==> src/rtl/pong_pkg.sv <==
// Shared state encoding, ball geometry and edge-detect helper for the Motion Pong datapath.
package pong_pkg;
  typedef enum logic [2:0] {IDLE, DRAW, WAIT, ERASE, MOVE} state_e;

  localparam int         BALL_SIZE    = 4;
  localparam logic [7:0] RESET_X      = 8'd78;
  localparam logic [6:0] RESET_Y      = 7'd58;
  localparam logic [2:0] COLOUR_BLACK = 3'b000;

  // True when the next step along this axis would leave [0, hi].
  function automatic logic at_edge(input logic [7:0] pos, input logic neg, input logic [7:0] hi);
    return neg ? (pos == 8'd0) : (pos == hi);
  endfunction
endpackage

==> src/rtl/frame_tick.sv <==
// Loadable down-counter that paces one frame; holds at zero until reloaded.
module frame_tick #(
  parameter int TICK_CYCLES = 833333
) (
  input  logic clock,
  input  logic resetn,
  input  logic load,
  input  logic en,
  output logic zero
);
  localparam int            CW     = (TICK_CYCLES > 1) ? $clog2(TICK_CYCLES) : 1;
  localparam logic [CW-1:0] RELOAD = CW'(TICK_CYCLES - 1);

  logic [CW-1:0] cnt_q, cnt_d;

  always_comb begin
    cnt_d = cnt_q;
    if (load)                    cnt_d = RELOAD;
    else if (en && cnt_q != '0)  cnt_d = cnt_q - CW'(1);
  end

  always_ff @(posedge clock) begin
    if (!resetn) cnt_q <= RELOAD;
    else         cnt_q <= cnt_d;
  end

  assign zero = (cnt_q == '0);
endmodule

==> src/rtl/ball_motion_controller.sv <==
// Ball owner: per frame erases the 4x4 ball, steps/bounces it, redraws it, one pixel per cycle.
module ball_motion_controller
  import pong_pkg::*;
#(
  parameter int         TICK_CYCLES = 833333,
  parameter int         X_MAX       = 159,
  parameter int         Y_MAX       = 119,
  parameter logic [2:0] BALL_COLOUR = 3'b111
) (
  input  logic       clock,
  input  logic       resetn,
  input  logic       enable,
  output logic [7:0] x_out,
  output logic [6:0] y_out,
  output logic [2:0] colour_out,
  output logic       plot,
  output logic [7:0] ball_x,
  output logic [6:0] ball_y,
  output logic       hit_left,
  output logic       hit_right
);
  localparam logic [3:0] LAST_PIX = 4'(BALL_SIZE * BALL_SIZE - 1);
  localparam logic [7:0] X_HI     = 8'(X_MAX - (BALL_SIZE - 1));
  localparam logic [7:0] Y_HI     = 8'(Y_MAX - (BALL_SIZE - 1));

  state_e     state_q, state_d;
  logic [3:0] pix_cnt_q, pix_cnt_d;
  logic [7:0] ball_x_q, ball_x_d;
  logic [6:0] ball_y_q, ball_y_d;
  logic       dx_neg_q, dx_neg_d;
  logic       dy_neg_q, dy_neg_d;
  logic [7:0] x_out_q, x_out_d;
  logic [6:0] y_out_q, y_out_d;
  logic [2:0] colour_q, colour_d;
  logic       plot_q, plot_d;
  logic       hit_left_q, hit_left_d;
  logic       hit_right_q, hit_right_d;
  logic       tick_load, tick_en, tick_zero;
  logic       bounce_x, bounce_y;

  frame_tick #(.TICK_CYCLES(TICK_CYCLES)) u_tick (
    .clock  (clock),
    .resetn (resetn),
    .load   (tick_load),
    .en     (tick_en),
    .zero   (tick_zero)
  );

  always_comb begin
    bounce_x    = at_edge(ball_x_q, dx_neg_q, X_HI);
    bounce_y    = at_edge({1'b0, ball_y_q}, dy_neg_q, Y_HI);
    state_d     = state_q;
    pix_cnt_d   = pix_cnt_q;
    ball_x_d    = ball_x_q;
    ball_y_d    = ball_y_q;
    dx_neg_d    = dx_neg_q;
    dy_neg_d    = dy_neg_q;
    x_out_d     = x_out_q;
    y_out_d     = y_out_q;
    colour_d    = colour_q;
    plot_d      = 1'b0;
    hit_left_d  = 1'b0;
    hit_right_d = 1'b0;
    tick_load   = 1'b0;
    tick_en     = 1'b0;
    case (state_q)
      IDLE: begin
        if (enable) begin
          state_d   = DRAW;
          pix_cnt_d = 4'd0;
        end
      end
      DRAW, ERASE: begin
        // Bursts run to completion regardless of enable.
        plot_d    = 1'b1;
        colour_d  = (state_q == DRAW) ? BALL_COLOUR : COLOUR_BLACK;
        x_out_d   = ball_x_q + {6'd0, pix_cnt_q[1:0]};
        y_out_d   = ball_y_q + {5'd0, pix_cnt_q[3:2]};
        pix_cnt_d = pix_cnt_q + 4'd1;
        if (pix_cnt_q == LAST_PIX) state_d = (state_q == DRAW) ? WAIT : MOVE;
      end
      WAIT: begin
        if (enable) begin
          if (tick_zero) begin
            tick_load = 1'b1;
            state_d   = ERASE;
            pix_cnt_d = 4'd0;
          end else begin
            tick_en = 1'b1;
          end
        end
      end
      MOVE: begin
        // A bounce flips direction first, so the step lands one pixel back inside.
        dx_neg_d    = dx_neg_q ^ bounce_x;
        dy_neg_d    = dy_neg_q ^ bounce_y;
        ball_x_d    = dx_neg_d ? ball_x_q - 8'd1 : ball_x_q + 8'd1;
        ball_y_d    = dy_neg_d ? ball_y_q - 7'd1 : ball_y_q + 7'd1;
        hit_left_d  = bounce_x & dx_neg_q;
        hit_right_d = bounce_x & ~dx_neg_q;
        state_d     = DRAW;
        pix_cnt_d   = 4'd0;
      end
      default: state_d = IDLE;
    endcase
  end

  always_ff @(posedge clock) begin
    if (!resetn) begin
      state_q     <= IDLE;
      pix_cnt_q   <= 4'd0;
      ball_x_q    <= RESET_X;
      ball_y_q    <= RESET_Y;
      dx_neg_q    <= 1'b0;
      dy_neg_q    <= 1'b0;
      x_out_q     <= 8'd0;
      y_out_q     <= 7'd0;
      colour_q    <= COLOUR_BLACK;
      plot_q      <= 1'b0;
      hit_left_q  <= 1'b0;
      hit_right_q <= 1'b0;
    end else begin
      state_q     <= state_d;
      pix_cnt_q   <= pix_cnt_d;
      ball_x_q    <= ball_x_d;
      ball_y_q    <= ball_y_d;
      dx_neg_q    <= dx_neg_d;
      dy_neg_q    <= dy_neg_d;
      x_out_q     <= x_out_d;
      y_out_q     <= y_out_d;
      colour_q    <= colour_d;
      plot_q      <= plot_d;
      hit_left_q  <= hit_left_d;
      hit_right_q <= hit_right_d;
    end
  end

  assign x_out      = x_out_q;
  assign y_out      = y_out_q;
  assign colour_out = colour_q;
  assign plot       = plot_q;
  assign ball_x     = ball_x_q;
  assign ball_y     = ball_y_q;
  assign hit_left   = hit_left_q;
  assign hit_right  = hit_right_q;
endmodule

==> config.mk <==
export PLATFORM = sky130hd
export DESIGN_NAME = ball_motion_controller
export DESIGN_NICKNAME = d
export VERILOG_FILES = /design/src/rtl/pong_pkg.sv /design/src/rtl/frame_tick.sv /design/src/rtl/ball_motion_controller.sv
export SDC_FILE = /design/constraint.sdc
export NUM_CORES = 1
export LEC_CHECK = 0
export BUFFER_PORTS_ARGS = -buffer_cell sky130_fd_sc_hd__buf_2
export CORE_MARGIN = 8
export CORE_UTILIZATION = 60
export CTS_CLUSTER_DIAMETER = 150
export DETAILED_ROUTE_END_ITERATION = 10
export PLACE_DENSITY = 0.81
export SYNTH_ARGS = -nofsm -noshare
export SYNTH_HDL_FRONTEND = slang
export SYNTH_HIERARCHICAL = 1
export SYNTH_SLANG_ARGS = --single-unit
==> constraint.sdc <==
create_clock -name clock -period 6.88 [get_ports clock]
set_clock_uncertainty 0.1 [all_clocks]
set_input_delay 0.688 -clock clock [delete_from_list [all_inputs] [get_ports clock]]
set_output_delay 0.688 -clock clock [all_outputs]
set_load 0.02 [all_outputs]
Word-level counts from Yosys, hierarchy flattened
Index checks and enable logic that the tools add are counted.
{"block": "op_classes", "eq_ne": 11, "reduce_logical": 12, "mux": 22, "bitwise": 6, "add_sub_neg": 8}
{"operator": "$logic_not A20 Y1", "count": 1}
{"operator": "$reduce_bool A20 Y1", "count": 1}
{"operator": "$sub A20 B1 Y20 const B", "count": 1}
{"operator": "$mux W3", "count": 6}
{"operator": "$pmux W4 S4", "count": 1}
{"operator": "$mux W4", "count": 3}
{"operator": "$pmux W3 S4", "count": 1}
{"operator": "$mux W1", "count": 9}
{"operator": "$add A8 B1 Y8 const B", "count": 1}
{"operator": "$add A8 B2 Y8", "count": 1}
{"operator": "$eq A8 B8 Y1 const B", "count": 1}
{"operator": "$logic_not A8 Y1", "count": 1}
{"operator": "$mux W8", "count": 1}
{"operator": "$ne A2 B2 Y1 const B", "count": 4}
{"operator": "$reduce_and A4 Y1", "count": 2}
{"operator": "$sub A8 B1 Y8 const B", "count": 1}
{"operator": "$add A7 B1 Y7 const B", "count": 1}
{"operator": "$add A7 B2 Y7", "count": 1}
{"operator": "$eq A7 B7 Y1 const B", "count": 1}
{"operator": "$logic_not A7 Y1", "count": 1}
{"operator": "$mux W7", "count": 1}
{"operator": "$sub A7 B1 Y7 const B", "count": 1}
{"operator": "$eq A3 B2 Y1 const B", "count": 2}
{"operator": "$add A4 B1 Y4 const B", "count": 1}
{"operator": "other kinds (11)", "count": 15}
{"block": "word_totals", "out_inout_bits": 36, "regBits": 65}

Depth between registers and ports, before layout
Gate-level depths: netlist (run 1).
{"block": "logic_depth", "ltp_word": 5, "depth_mapped": 12}

By module
The synthesis (run 1) kept the hierarchy.
{"mod": "ball_motion_controller", "instances": 1, "cells_each": 290, "area_each_um2": 2476.1, "seq_area_each_um2": 860.8}
{"mod": "frame_tick", "instances": 1, "cells_each": 138, "area_each_um2": 1166.1, "seq_area_each_um2": 400.4}

Least setup slack after synthesis (run 1)
Ideal clock, no wire load.
{"block": "synth_timing", "path_type": "register to register", "startpoint": "register ball_x_q[3], in the netlist ball_x[3]", "endpoint": "register ball_x_q[6], in the netlist ball_x[6]", "t_required_ns": 6.674, "t_arrival_ns": 2.572, "setup_time_ns": 0.106, "path_stages_with_launch": 13, "setup_slack_ns": 4.102, "period_less_slack_ns": 2.778, "n_path_buf": 1, "path_cell_list": "dfxtp_1 -> clkbuf_1 -> nor3_1 -> a21boi_1 -> o21ai_2 -> inv_1 -> ha_1 -> nor2b_1 -> o21ai_0 -> a21boi_0 -> o21a_1 -> o21a_1 -> o311ai_0"}
{"block": "synth_via", "elab_chain_cells": 4}
{"element": "from (decl)", "line_no": "ball_motion_controller.sv:28", "rtl": "logic [7:0] ball_x_q, ball_x_d;"}
{"element": "from (signal assigned)", "line_no": "ball_motion_controller.sv:125", "rtl": "ball_x_q <= ball_x_d;"}
{"element": "parallel branches: the longest is 3 deep, another holds $add A8 B1 Y8"}
{"element": "$mux W8 (*)", "line_no": "ball_motion_controller.sv:97", "rtl": "ball_x_d = dx_neg_d ? ball_x_q - 8'd1 : ball_x_q + 8'd1;"}
Mark *: on every way between the ends.
A chain may end at the register's enable or synchronous reset.

Worst setup path after layout (run 1)
{"block": "layout_timing", "startpoint": "register ball_y_q[0], in the netlist ball_y[0]", "endpoint": "register ball_y_q[6], in the netlist ball_y[6]"}
{"block": "layout_via", "elab_chain_cells": 4}
{"element": "from (decl)", "line_no": "ball_motion_controller.sv:29", "rtl": "logic [6:0] ball_y_q, ball_y_d;"}
{"element": "from (signal assigned)", "line_no": "ball_motion_controller.sv:126", "rtl": "ball_y_q <= ball_y_d;"}
{"element": "parallel branches: the longest is 3 deep, another holds $add A7 B1 Y7"}
{"element": "$mux W7 (*)", "line_no": "ball_motion_controller.sv:98", "rtl": "ball_y_d = dy_neg_d ? ball_y_q - 7'd1 : ball_y_q + 7'd1;"}
Marked as above.

==> run metrics, run 1 <==
status complete, no violations; endpoints failing setup 0; total track usage 19.6%; CP Buf/Inv Count 0; antenna violations before repair 0; critical path depth 10; Switching Share 25.1%; placed cell count 521; via count 3,152; Crit Path Class reg -> reg; Mapped Cells 428; Net count, final 482; VDD IR max 0.155 mV; f_max 0.329 GHz; register share of total power 48.4%; Post-Layout Cell Count 537; HPWL Detailed 5830 um; Sink Count 63; Setup crit end kind flip-flop; Final Slew Violations 0; Pleak 1.71 nW; hold crit path type reg -> reg; number of synthesized register bits 63; Cell Pwr Density 198 nW/um^2; top cell type by total area after synthesis dfxtp_1; post-synth cell types 62; Die H 93.9 um; Net Switching 201 uW; RSZ-0062 raised after global routing no; Routed wire per std cell 15.4 um; critical path's top delay family compound AO/OA/AOI/OAI gates; area of the mapped netlist 3640 um^2; Worst EP required 7.04 ns; IO buf count 38; FF-to-FF path depth 10; leftover overflow at the end of global routing 0; Routed Antenna Nets 0; Total Routed Length 8240 um; Avg Inst Size Synth 8.51 um^2; Worst-path clk slew 0.07 ns; Die W 93.9 um; CP max stage cell a211oi_2; crit-path max FO 8; Setup Buffers After CTS 0; first-iteration detailed-routing DRC count 112; Clock power frac 41.9%; Core Area 5890 um^2; Hold Path Stages 2; Clock Path Buffers 2; CTS tree yes; MaxCap Viol Count 0; Final Hold Vio Count 0; post-synthesis sequential area ratio 34.6%; vias per std cell 5.87; 1st-pass router iterations 4; DRC errors left 0; H-tree levels 3; area grow syn2layout 11.3%; syn_nets 453; internal power 602 uW; worst endpoint data arrival time 3.21 ns; Root Buffer clkbuf_8; power share of the combinational group 9.7%; period utilisation layout 44.2%; worst skew pair latency 0.33 ns; Synth Warn # 6; Row Count 28; EDFF count, synth 0; Resized Gates After CTS 0; Slew HR 23.5%; vias in the first global route 3,133; CP cell instances nor3_4, a41oi_1, a211oi_2, ha_1, nor2b_1, o31ai_1, a21oi_1, xnor2_1, or3_1, a21boi_1; Antenna diodes 0; IO Pins 39; fin crit period 3.04 ns; CP Launch Type flip-flop; GPL Wtd Cong 0.861; share of layout cells above drive strength 1 14.5%; largest net degree at the start of global routing 45; register area 1260 um^2; CTS buffer count 9; first-pass GRT wire length 14,100 um; post-synth top area share 34.6%; Synth area leaders dfxtp_1 (35%), ha_1 (6.2%), nand2_1 (6.1%), o211a_1 (3.6%), xnor2_1 (2.9%); CP peak stage delay 0.51 ns; post-synthesis async set-or-reset flop share 0%; Least-Margin Pin Slew 1.14 ns; Initial Utilization 61.9%; Fin Setup TNS 0 ns; # fillers 496; hold_ws 0.368 ns; multi-input logic area 2220 um^2; CTS Hold Bufs 0; dominant synthesized flop cell dfxtp_1; die area 8820 um^2
[placed cells by master (no fill, tap or decap), types with 3 or more instances in the layout]
| master | count |
|---|---|
| a211oi_1 | 7 |
| a21boi_0 | 9 |
| a21oi_1 | 19 |
| and2_1 | 15 |
| and3_1 | 4 |
| buf_2 | 38 |
| clkbuf_8 | 12 |
| dfxtp_1 | 63 |
| fa_1 | 4 |
| ha_1 | 18 |
| inv_1 | 19 |
| mux2i_1 | 9 |
| nand2_1 | 59 |
| nand2b_1 | 4 |
| nand3_1 | 12 |
| nand3b_1 | 3 |
| nand4_1 | 4 |
| nor2_1 | 25 |
| nor2b_1 | 7 |
| nor3_1 | 7 |
| nor4_1 | 6 |
| o211a_1 | 13 |
| o211ai_1 | 6 |
| o21a_1 | 5 |
| o21ai_0 | 19 |
| o31ai_1 | 4 |
| or3_1 | 7 |
| or4_1 | 3 |
| xnor2_1 | 12 |
| xor2_1 | 6 |
[synthesized netlist by cell type (3+ instances only)]
| library cell | instances |
|---|---|
| nand2_1 | 59 |
| nand4_1 | 4 |
| clkbuf_1 | 15 |
| o21a_1 | 5 |
| buf_4 | 3 |
| ha_1 | 18 |
| and2_1 | 15 |
| o211a_1 | 13 |
| nand2b_1 | 4 |
| nand3_1 | 12 |
| xor2_1 | 6 |
| fa_1 | 4 |
| or4_1 | 3 |
| nor2_1 | 25 |
| a211oi_1 | 7 |
| nand3b_1 | 3 |
| inv_1 | 19 |
| nor3_1 | 7 |
| or3_1 | 7 |
| dfxtp_1 | 63 |
| o31ai_1 | 4 |
| o211ai_1 | 6 |
| xnor2_1 | 12 |
| a21oi_1 | 19 |
| o21ai_0 | 19 |
| nor2b_1 | 8 |
| mux2i_1 | 9 |
| nor4_1 | 6 |
| and3_1 | 4 |
| a21boi_0 | 9 |
[kinds of logic after synthesis]
group	count (synthesis)	share of synthesized area [%]
and+or+nand+nor	171	25.1
AOI/OAI and AO/OA	104	20.3
DFF	63	34.6
adders and majority gates	22	8.38
xor gates and xnor gates	18	4.33
muxes	10	2.78
buffers and inverters	40	4.50
[registers in the layout (all words and copies together) (netlist names)]
signal	count
y_out	7
state_q	3
ball_x	8
ball_y	7
plot	1
dy_neg_q	1
hit_right	1
colour_out	1
u_tick/cnt_q	20
x_out	8
dx_neg_q	1
pix_cnt_q	4
hit_left	1
[metrics by stage]
stage,util [%],power [mW],cell area [um^2],worst slack [ns]
3_3_place_gp,65.3,0.472,3840,4.03
6_report,68.9,0.803,4050,3.84
4_1_cts,68.9,0.810,4050,3.86
2_1_floorplan,-,0.453,3640,4.10
3_5_place_dp,65.3,0.475,3840,3.90
5_1_grt,68.9,0.835,4050,3.61
[routing by layer]
layer,GRT usage (%),part of all wire [%]
met2,33.8,50
met4,9.25,1.5
met1,22.1,45
met5,0,0
met3,4.72,3.4
[worst register-to-register path, delay by kind of cell (launching register included)]
kind                       cells  cell delay (ns)
xor gates and xnor gates       1             0.15
DFF                            1             0.38
AOI/OAI and AO/OA              5             1.23
adders and majority gates      1             0.38
and+or+nand+nor                3             0.72
[area by class of cell]
cell class	instances	area share (%)
Clock buffer	13	4.17
Clock inverter	3	0.988
Inverter	19	1.76
Multi-Input combinational cell	325	54.8
Sequential cell	63	31.1
Tap cell	75	2.32
Timing Repair Buffer	39	4.88
[power by group through the flow]
stage | logic [mW] | registers, mW | clock network [mW]
2_1_floorplan | 0.0458 | 0.407 | 0
3_3_place_gp | 0.0759 | 0.396 | 0
3_5_place_dp | 0.0782 | 0.396 | 0
5_1_grt | 0.0856 | 0.390 | 0.359
4_1_cts | 0.0787 | 0.388 | 0.343
6_report | 0.0780 | 0.389 | 0.336
[final timing paths]
kind                       endpoint                   start  slack [ns]
max          ball_y[6]$_SDFFE_PN0P_  ball_y[0]$_SDFFE_PN0P_        3.84
min           y_out[2]$_SDFFE_PN0P_   y_out[2]$_SDFFE_PN0P_        0.37
min reg2reg   y_out[2]$_SDFFE_PN0P_   y_out[2]$_SDFFE_PN0P_        0.37
max reg2reg  ball_y[6]$_SDFFE_PN0P_  ball_y[0]$_SDFFE_PN0P_        3.84
(Power assumes the default switching activity.)
==> run 2, diff against run 1 <==
ABC_AREA = 1   (was unset)
CORE_UTILIZATION = 53   (was 60)
PLACE_DENSITY = 0.76   (was 0.81)
clock period = 2.7 ns   (was 6.88 ns; I/O delays follow)
==> run 2 against run 1 <==
  * Critical path depth up 6
  * Global-route usage down 0.79 points
  * Combinational power rose to 6.1 times the previous value
  * Cell count up 29%
  * Flip-flop and latch count unchanged
  * Area after synthesis up 2.6%
  * Register-to-register slack worse by 3.6 ns
  * Utilization down 6.7 points
  * Largest power group unchanged
  * Highest routed layer unchanged
==> run metrics, run 2 <==
Reg-to-Reg Start ball_x[3]$_SDFFE_PN1P_; IO Pins 39; f_max 0.412 GHz; CP Buf/Inv Count 2; Crit path top cell by count nor2_1; Avg Inst Size Synth 6.75 um^2; top cell type by total area after synthesis dfxtp_1; # fillers 624; Least-Margin Pin Slew 0.536 ns; Pleak 1.98 nW; Setup Buffers After CTS 0; Cell Pwr Density 590 nW/um^2; VDD IR max 0.343 mV; 1st-pass router iterations 5; Top reg by flops u_tick/cnt_q; Worst Hold Path EP ball_y[4]$_SDFFE_PN1P_; first-iteration detailed-routing DRC count 236; RSZ-0062 raised after global routing no; Root Buffer clkbuf_8; Routed Antenna Nets 0; internal power 1.72 mW; Largest register FFs 20; period utilisation layout 89.9%; post-synth cell types 41; Initial Utilization 55.0%; power share of the combinational group 19.0%; total track usage 18.8%; Net Switching 767 uW; CP peak stage delay 0.47 ns; share of layout cells above drive strength 1 14.4%; Worst Hold Launch resetn; first-pass GRT wire length 15,400 um; IO buf count 38; Die H 100 um; largest net degree at the start of global routing 30; Total Routed Length 8930 um; hold_ws 0.298 ns; CP max stage cell dfxtp_1; CP Launch Type flip-flop; Routed wire per std cell 12.9 um; syn_nets 579; leftover overflow at the end of global routing 0; post-synthesis async set-or-reset flop share 0%; Core Area 6790 um^2; FF-to-FF path depth 16; post-synthesis sequential area ratio 33.7%; Row Count 30; Sink Count 63; HPWL Detailed 6500 um; MaxCap Viol Count 0; commonest cells after routing, fill and taps aside nand2_1 (132), nor2_1 (72), dfxtp_1 (63); status complete, no violations; register share of total power 42.8%; Fin Setup TNS 0 ns; Slew HR 64.3%; GPL Wtd Cong 0.874; antenna violations before repair 0; Final Slew Violations 0; Worst EP required 2.85 ns; Switching Share 30.8%; EDFF count, synth 0; Die W 100 um; die area 10000 um^2; Final Hold Vio Count 0; Clock Path Buffers 2; worst skew pair latency 0.34 ns; number of synthesized register bits 63; endpoints failing setup 0; Clock power frac 38.1%; Crit Path Class reg -> reg; CP cell instances nand2_2, nor2_1, nand2_1, nand2_2, nand2_4, inv_1, ha_1, or2_1, nand2_1, nor2_1, nor2_1, nand2_2, nand3_1, nand2_1, inv_1, nor2_1; Antenna diodes 0; Tot Pwr 2.49 mW; most common cell after layout, fill and taps aside nand2_1; area grow syn2layout 13.0%; R2R Setup Slk 0.27 ns; Synth Warn # 6; Synth top cells by count nand2_1 (132), nor2_1 (72), dfxtp_1 (63); most frequent cell after synthesis nand2_1; H-tree levels 3; Hold Path Stages 2; CTS Hold Bufs 0; area of the mapped netlist 3740 um^2; Mapped Cells 554; Resized Gates After CTS 0; vias in the first global route 3,542; hold crit path type in -> reg; Net count, final 617; CTS tree yes; critical path's top delay family simple AND/OR/NAND/NOR gates; reg-to-reg critical path endpoint ball_x[7]$_SDFFE_PN0P_; worst endpoint data arrival time 2.58 ns; vias per std cell 5.23; crit-path max FO 7; dominant synthesized flop cell dfxtp_1; via count 3,623; Synth area leaders dfxtp_1 (34%), nand2_1 (13%), nor2_1 (7.2%), inv_1 (6.1%), ha_1 (6.0%); Setup crit end kind flip-flop; Final Core Density 62.2%; Worst-path clk slew 0.07 ns; DRC errors left 0; fin crit period 2.43 ns; post-synth top area share 33.7%; CTS buffer count 9
==> run 2: cell count changes after synthesis, moves of 14 or more <==
cell     delta
o21ai_1    +14
a21oi_1    +17
nand3_1    +28
inv_1      +42
nand2_1    +73
and2_1     -15
nor2_1     +47
==> run 2: per-stage QoR <==
| step | area [um^2] | instances | worst slack, ns |
|---|---|---|---|
| finish | 4230 | 693 | 0.273 |
| global placement | 3990 | 677 | 0.370 |
| global route | 4230 | 693 | 0.0260 |
| detailed placement | 3990 | 677 | 0.293 |
| CTS | 4230 | 693 | 0.283 |
| floorplan | 3740 | 554 | 0.375 |
==> run 2: how the worst max path moves through the flow <==
stage                                 startpoint                      to  slack (ns)  cells after the start
after global placement    ball_x[3]$_SDFFE_PN1P_  ball_x[7]$_SDFFE_PN0P_        0.37                     16
after global routing      ball_x[3]$_SDFFE_PN1P_  ball_x[7]$_SDFFE_PN0P_        0.03                     16
after floorplan           ball_x[2]$_SDFFE_PN1P_  ball_x[7]$_SDFFE_PN0P_        0.38                     16
after CTS                 ball_x[3]$_SDFFE_PN1P_  ball_x[7]$_SDFFE_PN0P_        0.28                     16
after detailed placement  ball_x[3]$_SDFFE_PN1P_  ball_x[7]$_SDFFE_PN0P_        0.29                     16
final                     ball_x[3]$_SDFFE_PN1P_  ball_x[7]$_SDFFE_PN0P_        0.27                     16
==> run 2: logic make-up (layout without fill, tap and decap cells) <==
logic type                 count (synthesis)  count (layout)  share of synthesized area, %
AOI/OAI and AO/OA                         90              90                          13.0
DFF                                       63              63                          33.7
and+or+nand+nor                          281             281                          32.5
buffers and inverters                     84             127                          9.40
adders and majority gates                 22              22                          8.17
xor gates and xnor gates                  14              14                          3.28
==> run 2: final cells by class <==
| cell class | instances | area, um^2 | share of cell area [%] |
|---|---|---|---|
| Clock buffer | 11 | 151 | 3.58 |
| Multi-Input combinational cell | 407 | 2130 | 50.3 |
| Sequential cell | 63 | 1260 | 29.8 |
| Inverter | 67 | 251 | 5.95 |
| Timing Repair Buffer | 44 | 235 | 5.57 |
| Tap cell | 96 | 120 | 2.84 |
| Clock inverter | 5 | 80.1 | 1.90 |
==> run 2: routing by layer <==
metal	wire [um]	GRT usage, %	part of all wire (%)	vias to the layer above
li1	-	-	-	1857
met1	3910	20.5	44	1648
met2	4420	33.6	49	99
met3	423	4.71	4.7	19
met4	178	8.26	2.0	0
met5	0	0	0	-
==> run 2: power by group through the flow <==
stage	clock network [mW]	logic [mW]	registers (mW)
after floorplan	0	0.304	1.13
after global placement	0	0.463	1.08
after CTS	0.967	0.477	1.07
final	0.950	0.474	1.07
after global routing	1.01	0.530	1.08
after detailed placement	0	0.474	1.09
